$ cat src/rtl/sfpp_link_supervisor.sv
// SFP+ link bring-up supervisor: a Wishbone classic initiator that probes the
// control slave, cycles transceiver reset, waits for lock and watches the link.
module sfpp_link_supervisor #(
    parameter int HOLD_CYCLES   = 1024,
    parameter int POLL_INTERVAL = 256,
    parameter int LOCK_TIMEOUT  = 1048576,
    parameter int ACK_TIMEOUT   = 16
) (
    input  logic        clk,
    input  logic        rst,
    input  logic        enable,
    input  logic        loopback,
    output logic        wb_cyc,
    output logic        wb_stb,
    output logic        wb_we,
    output logic [7:0]  wb_adr,
    output logic [31:0] wb_dat_o,
    input  logic [31:0] wb_dat_i,
    input  logic        wb_ack,
    output logic        link_up,
    output logic [3:0]  state,
    output logic [7:0]  retry_count,
    output logic        absent,
    output logic        bus_error
);

    localparam logic [3:0] S_IDLE       = 4'd0;
    localparam logic [3:0] S_PROBE      = 4'd1;
    localparam logic [3:0] S_ASSERT_RST = 4'd2;
    localparam logic [3:0] S_HOLD       = 4'd3;
    localparam logic [3:0] S_RELEASE    = 4'd4;
    localparam logic [3:0] S_WAIT_GT    = 4'd5;
    localparam logic [3:0] S_WAIT_PHY   = 4'd6;
    localparam logic [3:0] S_UP         = 4'd7;
    localparam logic [3:0] S_ABSENT     = 4'd8;

    localparam logic [7:0] ADR_PRESENCE    = 8'h00;
    localparam logic [7:0] ADR_XCVR_STATUS = 8'h04;
    localparam logic [7:0] ADR_XCVR_CTRL   = 8'h08;
    localparam logic [7:0] ADR_PHY_STATUS  = 8'h0C;
    localparam logic [7:0] ADR_PHY_CTRL    = 8'h10;

    localparam int HW = $clog2(HOLD_CYCLES + 1);
    localparam int PW = $clog2(POLL_INTERVAL + 1);
    localparam int LW = $clog2(LOCK_TIMEOUT + 1);
    localparam int AW = $clog2(ACK_TIMEOUT + 1);

    localparam logic [HW-1:0] HOLD_LAST = HW'(HOLD_CYCLES - 1);
    localparam logic [PW-1:0] POLL_LAST = PW'(POLL_INTERVAL - 1);
    localparam logic [LW-1:0] LOCK_MAX  = LW'(LOCK_TIMEOUT);
    localparam logic [AW-1:0] ACK_LAST  = AW'(ACK_TIMEOUT - 1);

    function automatic logic [7:0] sat_inc(input logic [7:0] v);
        return (v == 8'hFF) ? v : v + 8'd1;
    endfunction

    function automatic logic gt_ready(input logic [31:0] d);
        return d[4] & d[7] & d[11];
    endfunction

    function automatic logic phy_locked(input logic [31:0] d);
        return d[0] & ~d[1];
    endfunction

    logic [3:0]    state_r;
    logic          step_r;
    logic [HW-1:0] hold_cnt_r;
    logic [PW-1:0] poll_cnt_r;
    logic [LW-1:0] lock_tmr_r;
    logic [AW-1:0] ack_tmr_r;
    logic          wb_cyc_r;
    logic          wb_stb_r;
    logic          wb_we_r;
    logic [7:0]    wb_adr_r;
    logic [31:0]   wb_dat_o_r;
    logic          link_up_r;
    logic [7:0]    retry_count_r;
    logic          absent_r;
    logic          bus_error_r;

    logic          done_s;
    logic          tmo_s;
    logic          poll_due_s;
    logic          lock_exp_s;
    logic          issue_s;
    logic          req_we_s;
    logic [7:0]    req_adr_s;
    logic [31:0]   req_dat_s;

    assign done_s     = wb_cyc_r & wb_ack;
    assign tmo_s      = wb_cyc_r & ~wb_ack & (ack_tmr_r == ACK_LAST);
    assign poll_due_s = (poll_cnt_r == POLL_LAST);
    assign lock_exp_s = (lock_tmr_r == LOCK_MAX);

    // Decode which access the current state wants and whether to launch it now
    always_comb begin
        req_we_s  = 1'b0;
        req_adr_s = ADR_PRESENCE;
        req_dat_s = 32'h0000_0000;
        case (state_r)
            S_ASSERT_RST: begin
                req_we_s = 1'b1;
                if (step_r == 1'b0) begin
                    req_adr_s = ADR_XCVR_CTRL;
                    req_dat_s = 32'h0000_0001;
                end else begin
                    req_adr_s = ADR_PHY_CTRL;
                    req_dat_s = {31'b0, loopback};
                end
            end
            S_RELEASE: begin
                req_we_s  = 1'b1;
                req_adr_s = ADR_XCVR_CTRL;
            end
            S_WAIT_GT:             req_adr_s = ADR_XCVR_STATUS;
            S_WAIT_PHY, S_UP:      req_adr_s = ADR_PHY_STATUS;
            default:               req_adr_s = ADR_PRESENCE;
        endcase

        issue_s = 1'b0;
        if (!wb_cyc_r && enable) begin
            case (state_r)
                S_PROBE, S_ASSERT_RST, S_RELEASE: issue_s = 1'b1;
                S_WAIT_GT, S_WAIT_PHY:            issue_s = poll_due_s & ~lock_exp_s;
                S_UP:                             issue_s = poll_due_s;
                default:                          issue_s = 1'b0;
            endcase
        end else begin
            issue_s = 1'b0;
        end
    end

    // Wishbone engine: one access at a time, strobes drop the cycle after ack or timeout
    always_ff @(posedge clk) begin
        if (rst) begin
            wb_cyc_r   <= 1'b0;
            wb_stb_r   <= 1'b0;
            wb_we_r    <= 1'b0;
            wb_adr_r   <= 8'h00;
            wb_dat_o_r <= 32'h0000_0000;
            ack_tmr_r  <= '0;
        end else if (done_s || tmo_s) begin
            wb_cyc_r <= 1'b0;
            wb_stb_r <= 1'b0;
            wb_we_r  <= 1'b0;
        end else if (issue_s) begin
            wb_cyc_r   <= 1'b1;
            wb_stb_r   <= 1'b1;
            wb_we_r    <= req_we_s;
            wb_adr_r   <= req_adr_s;
            wb_dat_o_r <= req_dat_s;
            ack_tmr_r  <= '0;
        end else if (wb_cyc_r) begin
            ack_tmr_r <= ack_tmr_r + AW'(1);
        end
    end

    // Bring-up sequencer; access results are consumed on the ack edge
    always_ff @(posedge clk) begin
        if (rst) begin
            state_r       <= S_IDLE;
            step_r        <= 1'b0;
            hold_cnt_r    <= '0;
            poll_cnt_r    <= '0;
            lock_tmr_r    <= '0;
            link_up_r     <= 1'b0;
            retry_count_r <= 8'd0;
            absent_r      <= 1'b0;
            bus_error_r   <= 1'b0;
        end else begin
            if ((state_r == S_WAIT_GT || state_r == S_WAIT_PHY) && !lock_exp_s) begin
                lock_tmr_r <= lock_tmr_r + LW'(1);
            end
            if (tmo_s) begin
                bus_error_r   <= 1'b1;
                retry_count_r <= sat_inc(retry_count_r);
                link_up_r     <= 1'b0;
                step_r        <= 1'b0;
                poll_cnt_r    <= '0;
                state_r       <= enable ? S_ASSERT_RST : S_IDLE;
            end else if (done_s && !enable) begin
                state_r    <= S_IDLE;
                link_up_r  <= 1'b0;
                absent_r   <= 1'b0;
                step_r     <= 1'b0;
                poll_cnt_r <= '0;
            end else if (done_s) begin
                poll_cnt_r <= '0;
                case (state_r)
                    S_PROBE: begin
                        if (wb_dat_i == 32'h0000_0001) begin
                            state_r <= S_ASSERT_RST;
                            step_r  <= 1'b0;
                        end else begin
                            absent_r <= 1'b1;
                            state_r  <= S_ABSENT;
                        end
                    end
                    S_ASSERT_RST: begin
                        if (step_r == 1'b0) begin
                            step_r <= 1'b1;
                        end else begin
                            step_r     <= 1'b0;
                            hold_cnt_r <= '0;
                            state_r    <= S_HOLD;
                        end
                    end
                    S_RELEASE: begin
                        lock_tmr_r <= '0;
                        state_r    <= S_WAIT_GT;
                    end
                    S_WAIT_GT: begin
                        if (gt_ready(wb_dat_i)) state_r <= S_WAIT_PHY;
                    end
                    S_WAIT_PHY: begin
                        if (phy_locked(wb_dat_i)) begin
                            link_up_r <= 1'b1;
                            state_r   <= S_UP;
                        end
                    end
                    S_UP: begin
                        if (!phy_locked(wb_dat_i)) begin
                            link_up_r     <= 1'b0;
                            retry_count_r <= sat_inc(retry_count_r);
                            step_r        <= 1'b0;
                            state_r       <= S_ASSERT_RST;
                        end
                    end
                    default: state_r <= S_IDLE;
                endcase
            end else if (wb_cyc_r) begin
                state_r <= state_r;
            end else if (!enable) begin
                state_r    <= S_IDLE;
                link_up_r  <= 1'b0;
                absent_r   <= 1'b0;
                step_r     <= 1'b0;
                hold_cnt_r <= '0;
                poll_cnt_r <= '0;
                lock_tmr_r <= '0;
            end else begin
                case (state_r)
                    S_IDLE: state_r <= S_PROBE;
                    S_HOLD: begin
                        if (hold_cnt_r == HOLD_LAST) begin
                            state_r <= S_RELEASE;
                        end else begin
                            hold_cnt_r <= hold_cnt_r + HW'(1);
                        end
                    end
                    S_WAIT_GT, S_WAIT_PHY, S_UP: begin
                        if (state_r != S_UP && lock_exp_s) begin
                            retry_count_r <= sat_inc(retry_count_r);
                            step_r        <= 1'b0;
                            poll_cnt_r    <= '0;
                            state_r       <= S_ASSERT_RST;
                        end else if (poll_due_s) begin
                            poll_cnt_r <= '0;
                        end else begin
                            poll_cnt_r <= poll_cnt_r + PW'(1);
                        end
                    end
                    S_PROBE, S_ASSERT_RST, S_RELEASE, S_ABSENT: state_r <= state_r;
                    default: state_r <= S_IDLE;
                endcase
            end
        end
    end

    assign wb_cyc      = wb_cyc_r;
    assign wb_stb      = wb_stb_r;
    assign wb_we       = wb_we_r;
    assign wb_adr      = wb_adr_r;
    assign wb_dat_o    = wb_dat_o_r;
    assign link_up     = link_up_r;
    assign state       = state_r;
    assign retry_count = retry_count_r;
    assign absent      = absent_r;
    assign bus_error   = bus_error_r;

endmodule
$ cat config.mk
export PLATFORM = sky130hd
export DESIGN_NAME = sfpp_link_supervisor
export DESIGN_NICKNAME = d
export VERILOG_FILES = /design/src/rtl/sfpp_link_supervisor.sv
export SDC_FILE = /design/constraint.sdc
export NUM_CORES = 1
export LEC_CHECK = 0
export CAP_MARGIN = 20
export CORE_MARGIN = 4
export CORE_UTILIZATION = 50
export DETAILED_ROUTE_END_ITERATION = 12
export PLACE_DENSITY_LB_ADDON = 0.08
export SETUP_SLACK_MARGIN = 0.2
export SLEW_MARGIN = 10
export SYNTH_ARGS = -nofsm -noshare
export SYNTH_HDL_FRONTEND = slang
export SYNTH_SLANG_ARGS = --single-unit
export TNS_END_PERCENT = 10
$ cat constraint.sdc
create_clock -name clk -period 2.4 [get_ports clk]
set_input_delay 0.24 -clock clk [delete_from_list [all_inputs] [get_ports clk]]
set_output_delay 0.24 -clock clk [all_outputs]
set_load 0.05 [all_outputs]
==> run metrics <==
Mapped Avg Cell Area 7.98 um^2; placement row count 32; number of design-rule violations left by the first detailed-router iteration around 240; mapped cell area between 3000 and 4000 um^2; DIE HEIGHT slightly below 100 um; final worst clock skew 0.00987 ns; post-layout util 0.639; insertion delay to the later sink of the worst-skew pair ~0.34 ns; overall die width about 97 um; Routed Wire Length slightly below 10000 um; post-synthesis cell type count 59; CP required 2.67 ns; area of the multi-input gates 2420 um^2; slew of the pin with the lowest slew margin about 0.52 ns; dominant cell type by area after synthesis dfxtp_1; ys flop type dfxtp_1; initial standard-cell utilization of the core 0.513; status completed; number of DRC violations after detailed routing 0; worst ir drop on vdd about 350 uV; WL per Instance 14.4 um; Hold Worst Slack 0.450 ns; worst min-delay path category reg -> reg; buffer levels on the longest clock path 2; depth of the CTS H-tree 3; detail-routed via count per cell ~5.3; overall track demand over capacity in global routing 0.205; final worst slack roughly 0.26 ns; vias in the first global route approximately 3500; element type at the critical path start flop; Crit Path Class reg -> reg; Post-Place Cell Area 4640 um^2; count of pins on the block boundary 95; synthesized instance count approximately 500; Arr. time, crit path roughly 2.4 ns; count of flip-flops with a built-in enable after synthesis 0; CTS tree done; hold-fix buffers at CTS 0; peak fanout along the critical path 10; first-pass GRT wire length 16300 um; warning count from the yosys run 0; overall via count from detail_route between 3000 and 4000; Leak Pwr roughly 1.8 nW; number of max-cap violations 0; worst-case headroom to the max-slew limit 0.650; Sum Neg Setup Slack 0 ns; number of nets in the layout 620; total global routing overflow 0; FF+latch area 1360 um^2; Async SR Flop Fraction 0; share of the synthesized area in the top cell type 0.343; clock transition at the registers of the reported paths approximately 0.07 ns; Area growth, synth to finish 24.5%; largest net degree at the start of global routing 22; minimum period implied by the final worst setup slack roughly 2.1 ns; post-route cell area 4940 um^2; Std-Cell Core Area between 7000 and 8000 um^2; final estimated routing congestion in global placement between 0.9 and 1; number of pins exceeding their max-slew limit in the final report 0; sequential share of the synthesized area 0.343; cell at the root of the clock tree clkbuf_8; Num CTS Buffers 9; Worst setup EP type flop; dominant cells by area after synthesis dfxtp_1 (34%), nor2_1 (7.4%), buf_4 (7.2%), xor2_1 (6.0%), nand2_1 (3.1%); Period Utilization, post-route 0.893; total setup violations reported at the end of the flow 0; area of the die 9420 um^2; Fill cells around 670; count of endpoints failing hold in the final timing report 0; Port-buffer cells 58; antenna viol nets, final 0; DP HPWL 7490 um; CTS Sinks 68; worst slack, placed about 0.095 ns; first-pass iteration count of the detailed router 5; flip-flop and latch count after synthesis slightly below 70; maximum achievable frequency 0.467 GHz; antenna violations before repair 0; unrepaired setup endpoints after global routing true; fraction of final layout cells with drive strength greater than 1 0.107; total power density per cell area ~490 nW/um^2; Inserted Diodes 0
-- synthesized netlist by cell type, types with 2 or more instances --
| cell type | count |
|---|---|
| nor4b_1 | 3 |
| o31ai_1 | 3 |
| nand2b_1 | 16 |
| a41oi_1 | 2 |
| o21ai_0 | 17 |
| a21oi_1 | 20 |
| or2_1 | 2 |
| nand4b_1 | 4 |
| inv_1 | 9 |
| and3_1 | 10 |
| nand3b_1 | 2 |
| o211ai_1 | 2 |
| dfxtp_1 | 68 |
| nor2_1 | 78 |
| xor2_1 | 27 |
| mux2i_1 | 6 |
| nor2b_1 | 8 |
| or3_1 | 4 |
| and4_1 | 3 |
| a31oi_1 | 2 |
| or4_1 | 4 |
| clkbuf_1 | 11 |
| nand4_1 | 17 |
| xnor2_1 | 14 |
| nand3_1 | 24 |
| o21ai_1 | 4 |
| buf_4 | 38 |
| nor4_1 | 14 |
| ha_1 | 7 |
| o32ai_1 | 2 |
| nor3_1 | 9 |
| o21a_1 | 2 |
| nand2_1 | 33 |
| buf_2 | 4 |
| and2_1 | 4 |
-- worst max-delay path, stage by stage, from the launching register on --
cell      delay, ns
dfxtp_1        0.43
buf_4          0.21
nand4b_1       0.23
nand3_1        0.20
o21ai_1        0.16
or3_1          0.39
or3_1          0.32
a21oi_1        0.13
-- power breakdown --
group	total, W	switching (W)	internal (W)
Clock	0.000915	0.000435	0.000480
Combinational	0.000348	0.000234	0.000113
Sequential	0.00115	0.0000116	0.00114
Total	0.00241	0.000681	0.00173
-- path summary, 6_finish.rpt --
check                 from       endpoint  slack [ns]  depth (start not counted)
setup / recovery  state[3]  poll_cnt_r[6]        0.26                          7
hold / removal     link_up        link_up        0.45                          2
setup reg to reg  state[3]  poll_cnt_r[6]        0.26                          7
hold reg to reg    link_up        link_up        0.45                          2
-- final cells by class --
class | instances | share of cell area
clock buffer | 10 | 0.0258
clock inverter | 6 | 0.0132
inverter | 9 | 0.00684
multi-input combinational | 401 | 0.491
sequential | 68 | 0.276
tap | 102 | 0.0258
timing repair buffer | 87 | 0.162
-- metrics by stage --
step / instances / power [W]
5_1_grt: 683 / 0.00251
6_report: 683 / 0.00241
3_3_place_gp: 663 / 0.00151
3_5_place_dp: 663 / 0.00151
4_1_cts: 679 / 0.00243
2_1_floorplan: 532 / 0.00145
-- flip-flops by register name (all words and copies together) (netlist names) --
| signal | flops |
|---|---|
| absent | 1 |
| ack_tmr_r | 5 |
| bus_error | 1 |
| hold_cnt_r | 11 |
| link_up | 1 |
| lock_tmr_r | 21 |
| poll_cnt_r | 9 |
| retry_count | 8 |
| state | 4 |
| step_r | 1 |
| wb_adr | 3 |
| wb_dat_o | 1 |
| wb_stb | 1 |
| wb_we | 1 |
-- layout by cell type, fill, tap and decap left out, drive strengths merged, types with 5 or more instances in the layout --
cell           Yosys  layout
nor2              78      78
conb               1      36
a21oi             20      20
dfxtp             68      68
o21ai             22      22
ha                 7       7
nand2b            16      16
nor3              10      10
nor4              14      14
nand3             24      24
xnor2             14      14
and3              10      10
inv                9       9
o31ai              5       5
nand4             17      17
mux2i              6       6
xor2              27      27
buf               43      29
clkdlybuf4s50      0      58
clkbuf            11      10
nor2b              8       8
nand2             33      33
-- cell families (layout without fill, tap and decap cells) --
| logic type | count (synthesis) | count (layout) | share of synthesized area |
|---|---|---|---|
| buf+inv | 63 | 112 | 0.0968 |
| compound gates | 69 | 69 | 0.115 |
| flops | 68 | 68 | 0.343 |
| other cells | 1 | 36 | 0.000945 |
| xor+xnor | 41 | 41 | 0.0905 |
| mux | 6 | 6 | 0.0151 |
| simple gates | 242 | 242 | 0.316 |
| fa+ha+maj | 7 | 7 | 0.0221 |
-- layer usage --
layer  vias up  GRT usage  share of wire
met1      1714      0.268           0.45
met3        16     0.0459          0.049
met5         -          0              0
li1       1827          -              -
met4         0     0.0626          0.014
met2        91      0.339           0.48
-- repair_timing --
item,in CTS,in global routing
setup buffers,0,4
gates resized for setup,1,10
endpoints found under the setup margin,6,19
pin swaps,0,2
Note: power is estimated with default switching activity, not from simulation.
